## config.mk

```make
export PLATFORM = sky130hd
export DESIGN_NAME = fetch_decode_q
export DESIGN_NICKNAME = d
export VERILOG_FILES = /design/src/rtl/fetch_decode_q_pkg.sv /design/src/rtl/fetch_decode_q_ifq_fifo.sv /design/src/rtl/fetch_decode_q.sv
export SDC_FILE = /design/constraint.sdc
export NUM_CORES = 1
export LEC_CHECK = 0
export ABC_CLOCK_PERIOD_IN_PS = 6500
export CORE_MARGIN = 2
export CORE_UTILIZATION = 56
export CTS_BUF_LIST = sky130_fd_sc_hd__clkbuf_8
export DETAILED_ROUTE_END_ITERATION = 8
export PLACE_DENSITY = 0.83
export SLEW_MARGIN = 0
export SYNTH_ARGS = -nofsm -noshare
export SYNTH_HDL_FRONTEND = slang
export SYNTH_SLANG_ARGS = --single-unit
```

## constraint.sdc

```tcl
create_clock -name clk -period 6.5 [get_ports clk]
set_input_delay 0.975 -clock clk [delete_from_list [all_inputs] [get_ports clk]]
set_output_delay 0.975 -clock clk [all_outputs]
set_load 0.01 [all_outputs]
```

## src/rtl/fetch_decode_q_pkg.sv

```systemverilog
// Shared RV32I opcode/func3 constants, instruction field ranges and dec_ctrl bit positions
// for the fetch queue and decode stage.
package fetch_decode_q_pkg;

    typedef enum logic [6:0] {
        OP_LUI    = 7'b0110111,
        OP_JAL    = 7'b1101111,
        OP_JALR   = 7'b1100111,
        OP_BRANCH = 7'b1100011,
        OP_LOAD   = 7'b0000011,
        OP_STORE  = 7'b0100011,
        OP_ARITHI = 7'b0010011,
        OP_ARITHR = 7'b0110011
    } opcode_e;

    localparam logic [2:0] F3_ADD = 3'b000;
    localparam logic [2:0] F3_SLL = 3'b001;
    localparam logic [2:0] F3_SR  = 3'b101;

    localparam logic [31:0] NOP = 32'h0000_0013;

    localparam int OPC_MSB = 6;
    localparam int OPC_LSB = 0;
    localparam int RD_MSB  = 11;
    localparam int RD_LSB  = 7;
    localparam int F3_MSB  = 14;
    localparam int F3_LSB  = 12;
    localparam int RS1_MSB = 19;
    localparam int RS1_LSB = 15;
    localparam int RS2_MSB = 24;
    localparam int RS2_LSB = 20;
    localparam int SUB_BIT = 30;

    // dec_ctrl = {imm_sel, alu, lui, jal, jalr, branch, mem_write, mem_to_reg}
    localparam int CTRL_IMM_SEL    = 7;
    localparam int CTRL_ALU        = 6;
    localparam int CTRL_LUI        = 5;
    localparam int CTRL_JAL        = 4;
    localparam int CTRL_JALR       = 3;
    localparam int CTRL_BRANCH     = 2;
    localparam int CTRL_MEM_WRITE  = 1;
    localparam int CTRL_MEM_TO_REG = 0;

    typedef struct packed {
        logic [31:0] pc;
        logic [31:0] instr;
    } ifq_entry_t;

endpackage

```

## src/rtl/fetch_decode_q_ifq_fifo.sv

```systemverilog
// Instruction fetch queue: DEPTH entries of {pc, instr}, power-of-two wrapping pointers,
// flush empties the queue in one cycle.
module ifq_fifo #(
    parameter int DEPTH = 4,
    parameter int WIDTH = 64
) (
    input  logic                     clk,
    input  logic                     reset,
    input  logic                     push,
    input  logic                     pop,
    input  logic                     flush,
    input  logic [WIDTH-1:0]         wr_data,
    output logic [WIDTH-1:0]         rd_data,
    output logic [$clog2(DEPTH):0]   count
);

    localparam int PW = $clog2(DEPTH);

    logic [WIDTH-1:0] mem [DEPTH];
    logic [PW-1:0]    wr_ptr_reg;
    logic [PW-1:0]    rd_ptr_reg;
    logic [PW:0]      count_reg;

    always_ff @(posedge clk) begin
        if (push && !reset && !flush) begin
            mem[wr_ptr_reg] <= wr_data;
        end
    end

    always_ff @(posedge clk) begin
        if (reset || flush) begin
            wr_ptr_reg <= '0;
            rd_ptr_reg <= '0;
            count_reg  <= '0;
        end else begin
            if (push) begin
                wr_ptr_reg <= wr_ptr_reg + 1'b1;
            end
            if (pop) begin
                rd_ptr_reg <= rd_ptr_reg + 1'b1;
            end
            case ({push, pop})
                2'b10:   count_reg <= count_reg + 1'b1;
                2'b01:   count_reg <= count_reg - 1'b1;
                default: count_reg <= count_reg;
            endcase
        end
    end

    // Head is read combinationally so a pop decodes on the same edge.
    assign rd_data = mem[rd_ptr_reg];
    assign count   = count_reg;

endmodule

```

## src/rtl/fetch_decode_q.sv

```systemverilog
// Fetch queue plus RV32I decode stage with sticky fault capture.
// Define IFQ_BYPASS_EN to let a word arriving at an empty queue decode directly (1-cycle latency).
module fetch_decode_q
    import fetch_decode_q_pkg::*;
#(
    parameter logic [31:0] RESET = 32'h0000_0000,
    parameter int          DEPTH = 4
) (
    input  logic                   clk,
    input  logic                   reset,
    input  logic                   inst_mem_is_valid,
    input  logic [31:0]            inst_mem_read_data,
    input  logic [31:0]            inst_fetch_pc,
    output logic                   fetch_ready,
    input  logic                   stall,
    input  logic                   flush,
    output logic                   dec_valid,
    output logic [31:0]            dec_pc,
    output logic [31:0]            dec_immediate,
    output logic [7:0]             dec_ctrl,
    output logic [4:0]             dec_src1,
    output logic [4:0]             dec_src2,
    output logic [4:0]             dec_dest,
    output logic [2:0]             dec_alu_op,
    output logic                   dec_arithsubtype,
    output logic                   exception,
    output logic [31:0]            exc_pc,
    output logic [$clog2(DEPTH):0] q_count
);

    localparam int              CW      = $clog2(DEPTH) + 1;
    localparam logic [CW-1:0]   DEPTH_C = CW'(DEPTH);

    logic        dec_valid_reg;
    logic [31:0] dec_pc_reg;
    logic [31:0] dec_imm_reg;
    logic [7:0]  dec_ctrl_reg;
    logic [4:0]  dec_src1_reg;
    logic [4:0]  dec_src2_reg;
    logic [4:0]  dec_dest_reg;
    logic [2:0]  dec_alu_op_reg;
    logic        dec_sub_reg;
    logic        exception_reg;
    logic [31:0] exc_pc_reg;

    logic [CW-1:0] count;
    ifq_entry_t    head;
    ifq_entry_t    incoming;
    ifq_entry_t    src;
    logic          word_in;
    logic          bypass;
    logic          push;
    logic          pop;
    logic          take;

    assign incoming    = '{pc: inst_fetch_pc, instr: inst_mem_read_data};
    assign fetch_ready = (count < DEPTH_C) && !exception_reg;
    assign word_in     = inst_mem_is_valid && fetch_ready && !flush;

`ifdef IFQ_BYPASS_EN
    assign bypass = word_in && (count == '0) && !stall && !exception_reg;
`else
    assign bypass = 1'b0;
`endif

    assign push = word_in && !bypass;
    assign pop  = (count != '0) && !stall && !flush && !exception_reg;
    assign take = pop || bypass;
    assign src  = bypass ? incoming : head;

    ifq_fifo #(
        .DEPTH (DEPTH),
        .WIDTH (64)
    ) u_fifo (
        .clk     (clk),
        .reset   (reset),
        .push    (push),
        .pop     (pop),
        .flush   (flush),
        .wr_data (incoming),
        .rd_data (head),
        .count   (count)
    );

    logic [6:0]  opcode;
    logic [2:0]  func3;
    logic [31:0] imm_next;
    logic [7:0]  ctrl_next;
    logic        fault_next;
    logic        sub_next;

    assign opcode = src.instr[OPC_MSB:OPC_LSB];
    assign func3  = src.instr[F3_MSB:F3_LSB];

    always_comb begin
        imm_next   = '0;
        ctrl_next  = '0;
        fault_next = 1'b0;
        case (opcode)
            OP_LUI: begin
                ctrl_next[CTRL_LUI] = 1'b1;
                imm_next = {src.instr[31:12], 12'b0};
            end
            OP_JAL: begin
                ctrl_next[CTRL_JAL] = 1'b1;
                imm_next = {{11{src.instr[31]}}, src.instr[31], src.instr[19:12],
                            src.instr[20], src.instr[30:21], 1'b0};
            end
            OP_JALR: begin
                ctrl_next[CTRL_JALR]    = 1'b1;
                ctrl_next[CTRL_IMM_SEL] = 1'b1;
                imm_next = {{20{src.instr[31]}}, src.instr[31:20]};
            end
            OP_BRANCH: begin
                ctrl_next[CTRL_BRANCH] = 1'b1;
                imm_next = {{19{src.instr[31]}}, src.instr[31], src.instr[7],
                            src.instr[30:25], src.instr[11:8], 1'b0};
            end
            OP_LOAD: begin
                ctrl_next[CTRL_IMM_SEL]    = 1'b1;
                ctrl_next[CTRL_MEM_TO_REG] = 1'b1;
                imm_next = {{20{src.instr[31]}}, src.instr[31:20]};
            end
            OP_STORE: begin
                ctrl_next[CTRL_MEM_WRITE] = 1'b1;
                imm_next = {{20{src.instr[31]}}, src.instr[31:25], src.instr[11:7]};
            end
            OP_ARITHI: begin
                ctrl_next[CTRL_IMM_SEL] = 1'b1;
                ctrl_next[CTRL_ALU]     = 1'b1;
                // Shift immediates carry funct7 in the upper bits; only shamt is an operand.
                if (func3 == F3_SLL || func3 == F3_SR) begin
                    imm_next = {27'b0, src.instr[24:20]};
                end else begin
                    imm_next = {{20{src.instr[31]}}, src.instr[31:20]};
                end
            end
            OP_ARITHR: begin
                ctrl_next[CTRL_ALU] = 1'b1;
            end
            default: begin
                fault_next = 1'b1;
            end
        endcase
        if (src.pc[1:0] != 2'b00) begin
            fault_next = 1'b1;
        end
    end

    assign sub_next = src.instr[SUB_BIT] && !((opcode == OP_ARITHI) && (func3 == F3_ADD));

    always_ff @(posedge clk) begin
        if (reset) begin
            dec_valid_reg  <= 1'b0;
            dec_ctrl_reg   <= '0;
            dec_pc_reg     <= RESET;
            dec_imm_reg    <= '0;
            dec_src1_reg   <= '0;
            dec_src2_reg   <= '0;
            dec_dest_reg   <= '0;
            dec_alu_op_reg <= '0;
            dec_sub_reg    <= 1'b0;
            exception_reg  <= 1'b0;
            exc_pc_reg     <= '0;
        end else if (flush) begin
            dec_valid_reg <= 1'b0;
            dec_ctrl_reg  <= '0;
        end else if (take) begin
            if (fault_next) begin
                exception_reg <= 1'b1;
                exc_pc_reg    <= src.pc;
                dec_valid_reg <= 1'b0;
                dec_ctrl_reg  <= '0;
            end else begin
                dec_valid_reg  <= 1'b1;
                dec_ctrl_reg   <= ctrl_next;
                dec_pc_reg     <= src.pc;
                dec_imm_reg    <= imm_next;
                dec_src1_reg   <= src.instr[RS1_MSB:RS1_LSB];
                dec_src2_reg   <= src.instr[RS2_MSB:RS2_LSB];
                dec_dest_reg   <= src.instr[RD_MSB:RD_LSB];
                dec_alu_op_reg <= func3;
                dec_sub_reg    <= sub_next;
            end
        end else if (!stall) begin
            dec_valid_reg <= 1'b0;
            dec_ctrl_reg  <= '0;
        end
    end

    assign dec_valid        = dec_valid_reg;
    assign dec_pc           = dec_pc_reg;
    assign dec_immediate    = dec_imm_reg;
    assign dec_ctrl         = dec_ctrl_reg;
    assign dec_src1         = dec_src1_reg;
    assign dec_src2         = dec_src2_reg;
    assign dec_dest         = dec_dest_reg;
    assign dec_alu_op       = dec_alu_op_reg;
    assign dec_arithsubtype = dec_sub_reg;
    assign exception        = exception_reg;
    assign exc_pc           = exc_pc_reg;
    assign q_count          = count;

endmodule

```

==> results_dict.tcl, run 1 <==
set metrics [dict create \
    cts_root_buffer "clkbuf_8" \
    n_fill_cell 1695 \
    synth_nets 1044 \
    postCtsHoldBufs 0 \
    initial_core_util_pct 56.6 \
    rows 59 \
    cts.path.max_buffers 3 \
    floorplan.die_area_sq_mm 0.0275 \
    globalRouteOverflowTotal 0 \
    fraction_of_the_mapped_netlist_area_in_compound_gates_pct 8.39 \
    grt_first_pass_wirelength_um 52500 \
    rsz0062_at_grt "false" \
    io-pin-count 198 \
    layout.cells.most_common "edfxtp_1" \
    setup_viol 0 \
    power.leakage_uw 0.00568 \
    layout-area-overhead-vs-synth_pct 22.6 \
    power.density_mw_per_mm2 264 \
    hold_path.class "reg -> reg" \
    post-dp-hpwl_um 21300 \
    timing.max_cap.violations 0 \
    asyncSetResetFlopFracSynth_pct 0 \
    max_freq_ghz 0.265 \
    nNetsFinal 1247 \
    synth_top_family_by_area "multiplexers" \
    synthesis.yosys.warnings 0 \
    arrival_ps 4290 \
    whs_ps 453 \
    port_buffers 197 \
    gp_congestion 0.872 \
    adder_cell_fraction_of_synth_area_pct 0.563 \
    clk_latency_ps 600 \
    detailedRoute.firstIterationViolations 1099 \
    most-common-layout-cells "edfxtp_1, clkdlybuf4s50_1, dfxtp_1" \
    track_usage_pct 24.5 \
    yosys.area.top_type_share_pct 52.4 \
    synth-simple-area-share_pct 7.81 \
    final-hold-violation-count 0 \
    power.ir.vdd_worst_mv 0.188 \
    maxSlewViolCount 0 \
    run_status "finished, final reports clean" \
    fin_setup_tns_ps 0 \
    timing.critical_path.required_ps 7020 \
    viasPerCell 5.96 \
    drt_pass1_iterations 5 \
    synth-main-ff-cell "edfxtp_1" \
    drc_errors 0 \
    final_layout_size_suffix_gt1_share_pct 14.4 \
    syn_area_per_cell_sq_um 15.1 \
    largest_register_ffs 256 \
    clkSinkCount 390 \
    post_synthesis_share_of_cell_area_spent_on_xor_and_xnor_gates_pct 0.299 \
    grt_start_max_net_pins 83 \
    die_span_in_y_um 166 \
    synth-edff-count 256 \
    postSynthCellCount 969 \
    cts_buffers 58 \
    final_antenna_net_count 0 \
    yosys_register_bits 390 \
    die_boundary_width_um 166 \
    clock_skew_ps 24.5 \
    synthTopCellsByArea "edfxtp_1, dfxtp_1, mux4_2" \
    fp.coreArea_sq_mm 0.0259 \
    worstSetupPathType "in -> reg" \
    worst_setup_path_end_kind "register" \
    yosys-mux-area-fraction_pct 9.89 \
    crit_path_start_kind "primary input" \
    top_register "u_fifo.mem" \
    dr_total_vias 9277 \
    synth_seq_area_share_pct 70.7 \
    synthDistinctLibCells 60 \
    critical_path_peak_fanout 34 \
    synth_area_leader_cell "edfxtp_1" \
    via_count_of_the_first_global_routing_pass 9326 \
    min_cycle_time_layout_ps 3780 \
    clkSlewWorstSetupHoldPaths_ps 60 \
    mappedNetlistArea_sq_mm 0.0147 \
    worst_slew_margin_rel_pct 29.6 \
    layout_worst_path_cycle_share_pct 58.1 \
    tightestPinTransition_ps 1050 \
    drt-total-wl_um 34200 \
    cts_resized 0 \
    cts_htree_levels 2 \
    cts_tree "done" \
    cts.repair_timing.setup_buffer_count 0 \
    antenna_found_initial 2 \
    route.detailed.wl_per_inst_um 22.0 \
]
==> worst max-delay path: stages <==
cell and delay [ps]:
clkdlybuf4s50_1 670, or4_1 570, buf_4 270, inv_1 190
buf_4 390, o2111ai_4 500, nor4_4 490, a22o_1 230
==> metrics by stage <==
step | total power [uW] | setup WS, ps | utilization (%) | cell area [sq um] | instances
2_1_floorplan | 2790 | 2860 | - | 14700 | 969
3_3_place_gp | 2870 | 2340 | 64.9 | 16800 | 1447
3_5_place_dp | 2870 | 2220 | 64.9 | 16800 | 1447
4_1_cts | 4760 | 2800 | 69.4 | 18000 | 1556
5_1_grt | 4880 | 2570 | 69.4 | 18000 | 1557
6_report | 4740 | 2720 | 69.4 | 18000 | 1557
==> area by class of cell <==
type | count | area, sq um | share of cell area [%]
multi-input cells | 509 | 3970 | 22.1
inverters | 7 | 26.3 | 0.146
well taps | 335 | 419 | 2.33
flip-flops and latches | 390 | 10400 | 57.7
clock buffers | 67 | 922 | 5.13
clock inverters | 42 | 226 | 1.26
repair buffers | 206 | 2030 | 11.3
diodes | 1 | 2.50 | 0.0139
==> power by group <==
group | leakage, uW | switching [uW] | internal [uW]
clock network | 0.000675 | 899 | 1020
registers | 0.00339 | 7.92 | 2660
logic | 0.00161 | 88.0 | 67.4
total | 0.00568 | 995 | 3750
==> final timing paths <==
kind | start | end | slack, ps | cells after the start
setup / recovery | stall | dec_immediate[5] | 2720 | 8
hold reg to reg | dec_pc[17] | dec_pc[17] | 450 | 2
hold / removal | dec_pc[17] | dec_pc[17] | 450 | 2
setup reg to reg | register | dec_immediate[5] | 2800 | 7
==> metal layers <==
layer  vias up  share of wire [%]  track usage [%]
met3        96                7.3             4.55
met1      4619                 39             31.9
met2       443                 50             40.6
met4         0                4.1             11.2
met5         -                  0                0
li1       4119                  -                -
==> cell usage after synthesis, types with 2 or more instances <==
cell	count
clkbuf_1	27
buf_1	4
nor2_2	3
nor3_1	5
xor2_1	3
nand3b_1	2
nor3b_1	2
o21ai_1	10
nor2_1	18
o211ai_1	2
ha_1	5
mux2i_1	2
a21boi_4	2
mux4_2	63
a31oi_1	16
nor4_4	2
inv_1	7
edfxtp_1	256
a211oi_2	2
nand2b_1	4
nand4b_1	2
a21oi_1	101
nand2_1	131
o21ai_2	2
nand3_1	47
a22o_1	6
and2_1	4
buf_4	9
and3b_1	3
o21ai_0	12
nand4_1	3
buf_6	3
o2bb2ai_1	25
dfxtp_1	134
and3_1	3
a22oi_1	5
buf_2	20
xnor2_1	2
==> logic make-up (layout without fill, tap and decap cells) <==
group                    count (synthesis)  after routing
buffers and inverters                   70            322
AO/OA/AOI/OAI                          191            191
multiplexers                            66             66
XOR/XNOR                                 5              5
adder cells (fa/ha/maj)                  6              6
flip-flops                             390            390
other                                    0              1
AND/OR/NAND/NOR                        241            241
(Power assumes the default switching activity.)
==> inputs of run 2 (changes only) <==
--- a/config.mk
+++ b/config.mk
@@ -5,7 +5,7 @@
 export SDC_FILE = /design/constraint.sdc
 export NUM_CORES = 1
 export LEC_CHECK = 0
-export ABC_CLOCK_PERIOD_IN_PS = 6500
+export ABC_CLOCK_PERIOD_IN_PS = 3950
 export CORE_MARGIN = 2
 export CORE_UTILIZATION = 56
 export CTS_BUF_LIST = sky130_fd_sc_hd__clkbuf_8
==> constraint.sdc (replaced) <==
create_clock -name clk -period 3.95 [get_ports clk]
set_input_delay 0.5925 -clock clk [delete_from_list [all_inputs] [get_ports clk]]
set_output_delay 0.5925 -clock clk [all_outputs]
set_load 0.01 [all_outputs]
==> results_dict.tcl, run 2 (synthesis results as in run 1) <==
set metrics [dict create \
    track_usage_pct 24.8 \
    wl_met3_um 2300 \
    run_status "finished, final reports clean" \
    min_cycle_time_layout_ps 3150 \
    floorplan.die_area_sq_mm 0.0275 \
    netSwitchingPower_uw 1610 \
    fin_setup_tns_ps 0 \
    port_buffers 197 \
    layout-area-overhead-vs-synth_pct 23.9 \
    clock_skew_ps 17.0 \
    crit_path_start_kind "register" \
    die_span_in_y_um 166 \
    worstSetupPathType "reg -> reg" \
    fp.coreArea_sq_mm 0.0259 \
    drt-total-wl_um 34500 \
    rows 59 \
    cts.repair_timing.setup_buffer_count 0 \
    final_antenna_net_count 0 \
    final-hold-violation-count 0 \
    route.detailed.wl_per_inst_um 22.0 \
    layout_worst_path_cycle_share_pct 79.7 \
    grt_first_pass_wirelength_um 53400 \
    timing.max_cap.violations 0 \
    arrival_ps 3560 \
    topRoutingLayerUsed "met5" \
    most-common-layout-cells "edfxtp_1, clkdlybuf4s50_1, dfxtp_1" \
    viasPerCell 5.96 \
    design_power_total_uw 7920 \
    part_of_the_power_in_registers_pct 55.4 \
    wire_length_on_met2_um 17000 \
    cts_buffers 57 \
    worst_setup_path_end_kind "register" \
    gp_congestion 0.868 \
    power.density_mw_per_mm2 436 \
    hold_path.class "reg -> reg" \
    n_fill_cell 1687 \
    largest_register_ffs 256 \
    via_count_of_the_first_global_routing_pass 9468 \
    critical_path_peak_fanout 16 \
    switching_share_of_power_pct 20.3 \
    postCtsHoldBufs 0 \
    clk_latency_ps 580 \
    setup_viol 0 \
    cts_resized 0 \
    power.leakage_uw 0.00578 \
    layout.cells.most_common "edfxtp_1" \
    max_freq_ghz 0.317 \
    cell_int_power_uw 6310 \
    initial_core_util_pct 56.6 \
    clockPowerShare_pct 41.3 \
    power.ir.vdd_worst_mv 0.313 \
    drc_errors 0 \
    whs_ps 451 \
    clkSinkCount 390 \
    globalRouteOverflowTotal 0 \
    top_register "u_fifo.mem" \
    combinationalPowerShare_pct 3.3 \
    cts.path.max_buffers 3 \
    cts_root_buffer "clkbuf_8" \
    die_boundary_width_um 166 \
    nNetsFinal 1258 \
    maxSlewViolCount 0 \
    io-pin-count 198 \
    post-dp-hpwl_um 22500 \
    tightestPinTransition_ps 1010 \
    rsz0062_at_grt "false" \
    grt_start_max_net_pins 84 \
    cts_htree_levels 2 \
    dr_total_vias 9342 \
    drt_pass1_iterations 5 \
    route.layer.met1.wl_um 13900 \
    final_layout_size_suffix_gt1_share_pct 15.5 \
    clkSlewWorstSetupHoldPaths_ps 60 \
    cts_tree "done" \
    antenna_found_initial 2 \
    worst_slew_margin_rel_pct 32.0 \
    detailedRoute.firstIterationViolations 835 \
    timing.critical_path.required_ps 4360 \
]
-- run 2: changes by cell type in the layout (fill, tap and decap cells not counted), moves of 2 or more --
| cell | previous run | this run |
|---|---|---|
| buf_4 | 9 | 17 |
| clkinv_1 | 10 | 5 |
| buf_12 | 0 | 4 |
| bufinv_16 | 2 | 4 |
-- run 2: power groups by stage --
stage / logic (uW) / registers, uW / clock network (uW)
after global placement: 254 / 4470 / 0
after floorplan: 113 / 4480 / 0
after detailed placement: 261 / 4470 / 0
after global routing: 281 / 4390 / 3470
final: 264 / 4390 / 3270
after CTS: 262 / 4390 / 3320
-- run 2: per-stage QoR --
stage	worst slack (ps)	area (sq um)	utilization [%]	instances
after floorplan	689	14700	-	969
after global placement	830	17000	65.5	1459
after detailed placement	711	17000	65.5	1459
after CTS	842	18200	70.1	1566
after global routing	667	18200	70.1	1566
final	800	18200	70.1	1567
-- run 2: final timing paths --
check	start	endpoint	slack [ps]	cells past startpoint
hold / removal	dec_pc[19]	dec_pc[19]	450	2
setup reg to reg	register	exc_pc[25]	800	6
setup / recovery	register	exc_pc[25]	800	6
hold reg to reg	dec_pc[19]	dec_pc[19]	450	2
-- run 2: cell type report --
| cell class | count | area (sq um) | area share [%] |
|---|---|---|---|
| clock inverters | 39 | 262 | 1.44 |
| repair buffers | 218 | 2170 | 12.0 |
| flip-flops and latches | 390 | 10400 | 57.1 |
| inverters | 7 | 26.3 | 0.145 |
| well taps | 335 | 419 | 2.31 |
| diodes | 1 | 2.50 | 0.0138 |
| multi-input cells | 509 | 3970 | 21.9 |
| clock buffers | 68 | 936 | 5.15 |
-- run 2: critical path: stages (launching register included) --
cell and delay (ps):
dfxtp_4 550, mux4_2 690, nor2b_2 240, o211ai_1 510, nand2_1 590, nand3_1 280, a31oi_1 110
-- run 2: layer usage --
layer / up-vias / GRT usage, %
met5: - / 0
met1: 4688 / 32.9
met2: 424 / 40.8
met3: 88 / 4.50
li1: 4140 / -
met4: 2 / 10.5
==> RTL edit, RTL diff (config.mk and constraints of run 1) <==
Add a define of `IFQ_BYPASS_EN`.
--- a/src/rtl/fetch_decode_q.sv
+++ b/src/rtl/fetch_decode_q.sv
@@ -1,4 +1,6 @@
 // Fetch queue plus RV32I decode stage with sticky fault capture.
 // Define IFQ_BYPASS_EN to let a word arriving at an empty queue decode directly (1-cycle latency).
+`define IFQ_BYPASS_EN
+
 module fetch_decode_q
     import fetch_decode_q_pkg::*;
Function: changed (a bounded check fails within 4 cycles, from zero or initial values and one cycle with reset high).
==> RTL edit against run 1 <==
Area after synthesis increased by 5.3%; wire length increased by 14%; total power increased by 3.8%; hold slack improved by 0.0018 ns; count of clock-buffer cells in the layout increased by 2; maximum frequency decreased by 21%; design area increased by 4.9%; clock skew decreased by 0.010 ns; clock power increased by 3%; worst setup slack got worse by 0.98 ns; sequential cell count unchanged; critical path depth increased by 2; die area increased by 5.1%; largest cell class unchanged; highest routed layer unchanged.
==> RTL edit: results (changes against run 1) <==
| Metric | Value |
|---|---|
| Clock Buffer Count | 69 (was 67) |
| Via/cell ratio | 6.10 (was 5.96) |
| Critical path arrival | 5.26 ns (was 4.29 ns) |
| Highest metal layer with signal wires | met4 (unchanged) |
| Reg2reg end | dec_immediate[24] (was dec_immediate[5]) |
| Hpwl dp | 23.5 mm (was 21.3 mm) |
| Placed insts | 1636 (was 1447) |
| Total GRT Usage | 27.1% (was 24.5%) |
| First-pass GRT wire length | 59.8 mm (was 52.5 mm) |
| Cell family with most CP delay | simple AND/OR/NAND/NOR gates (was buffers and inverters) |
| Die X-Extent | 170 um (was 166 um) |
| # diodes | 3 (was 1) |
| M1 WL | 15.8 mm (was 13.3 mm) |
| Fin crit share | 73.1% (was 58.1%) |
| Signal buf overhead | 10.9% (was 11.3%) |
| TritonCTS buffer count | 59 (was 58) |
| Setup slack, reg-to-reg | 2.04 ns (was 2.80 ns) |
| Max_slew headroom | 23.0% (was 29.6%) |
| Unique cell type count in the Yosys netlist | 64 (was 60) |
| Hold WS | 0.455 ns (was 0.453 ns) |
| Final GP Congestion | 0.882 (was 0.872) |
| Seq/Total Area, Yosys | 67.2% (was 70.7%) |
| Met2 usage | 41.9% (was 40.6%) |
| Crit. Startpoint | flush (was stall) |
| Min-Delay Endpoint | dec_pc[13] (was dec_pc[17]) |
| Clock Skew | 0.0141 ns (was 0.0245 ns) |
| Commonest cells in the netlist | 267 x nand2_1, 256 x edfxtp_1, 134 x dfxtp_1 (was 256 x edfxtp_1, 134 x dfxtp_1, 131 x nand2_1) |
| Antenna violations before repair | 4 (was 2) |
| Post-synthesis to final-layout area growth | 22.2% (was 22.6%) |
| Comb_multi_in | 688 (was 509) |
| Non-clk invs | 8 (was 7) |
| Final-layout fill cell count | 1839 (was 1695) |
| Placed inst area | 17700 sq um (was 16800 sq um) |
| Syn Inst Count | 1161 (was 969) |
| R2R cell count | 9 (was 7) |
| Vias in the first global route | 10663 (was 9326) |
| GR Util met1 | 37.5% (was 31.9%) |
| Met2 WL post-DR | 18.5 mm (was 17.0 mm) |
| Final Net Count | 1431 (was 1247) |
| Layout cells sized above 1 | 13.7% (was 14.4%) |
| Multi-input logic area | 4780 sq um (was 3970 sq um) |
| Top cells by area, synth | edfxtp_1 50%, dfxtp_1 17%, mux4_2 9.2% (was edfxtp_1 52%, dfxtp_1 18%, mux4_2 9.7%) |
| Max reg flops | 256 (unchanged) |
| Met3 Use GR | 5.72% (was 4.55%) |
| CP max stage cell | nor4b_4 (was clkdlybuf4s50_1) |
| DR vias | 10666 (was 9277) |
| Worst VDD drop | 0.169 mV (was 0.188 mV) |
| CP Max Fanout | 40 (was 34) |
| LEAKAGE | 0.00625 uW (was 0.00568 uW) |
| Slowest stage delay, CP | 0.74 ns (was 0.67 ns) |
| Pin count of the biggest net entering global routing | 93 (was 83) |
| Status | finished clean (unchanged) |
| Final-layout clock-cell area share | 6.26% (was 6.39%) |
| Metal3 WL | 3.10 mm (was 2.49 mm) |
| Register bit count reported by yosys | 390 (unchanged) |
| Place WS | 1.20 ns (was 2.22 ns) |
-- RTL edit: cell types whose count changed after synthesis, sizes merged, moves of 11 or more --
| cell | before | now |
|---|---|---|
| a31oi | 16 | 2 |
| nand3 | 47 | 11 |
| nor3 | 7 | 64 |
| o21ai | 24 | 9 |
| a21oi | 102 | 122 |
| nand2 | 131 | 268 |
| clkbuf | 27 | 50 |
| buf | 36 | 25 |
-- RTL edit: report_power, final --
| part | internal (uW) | switching (uW) | leakage [uW] |
|---|---|---|---|
| logic | 109 | 156 | 0.00217 |
| registers | 2660 | 13.1 | 0.00339 |
| clock network | 1050 | 932 | 0.000694 |
-- RTL edit: cell families (layout without fill, tap and decap cells) --
logic type               count (synthesis)  in the layout  share of synthesized area [%]
AO/OA/AOI/OAI                          193            193                           8.08
XOR/XNOR                                 5              5                          0.284
adder cells (fa/ha/maj)                  6              6                          0.535
buffers and inverters                   83            327                           2.20
flip-flops                             390            390                           67.2
multiplexers                            76             76                           10.1
other                                    0              3                              0
AND/OR/NAND/NOR                        408            408                           11.6
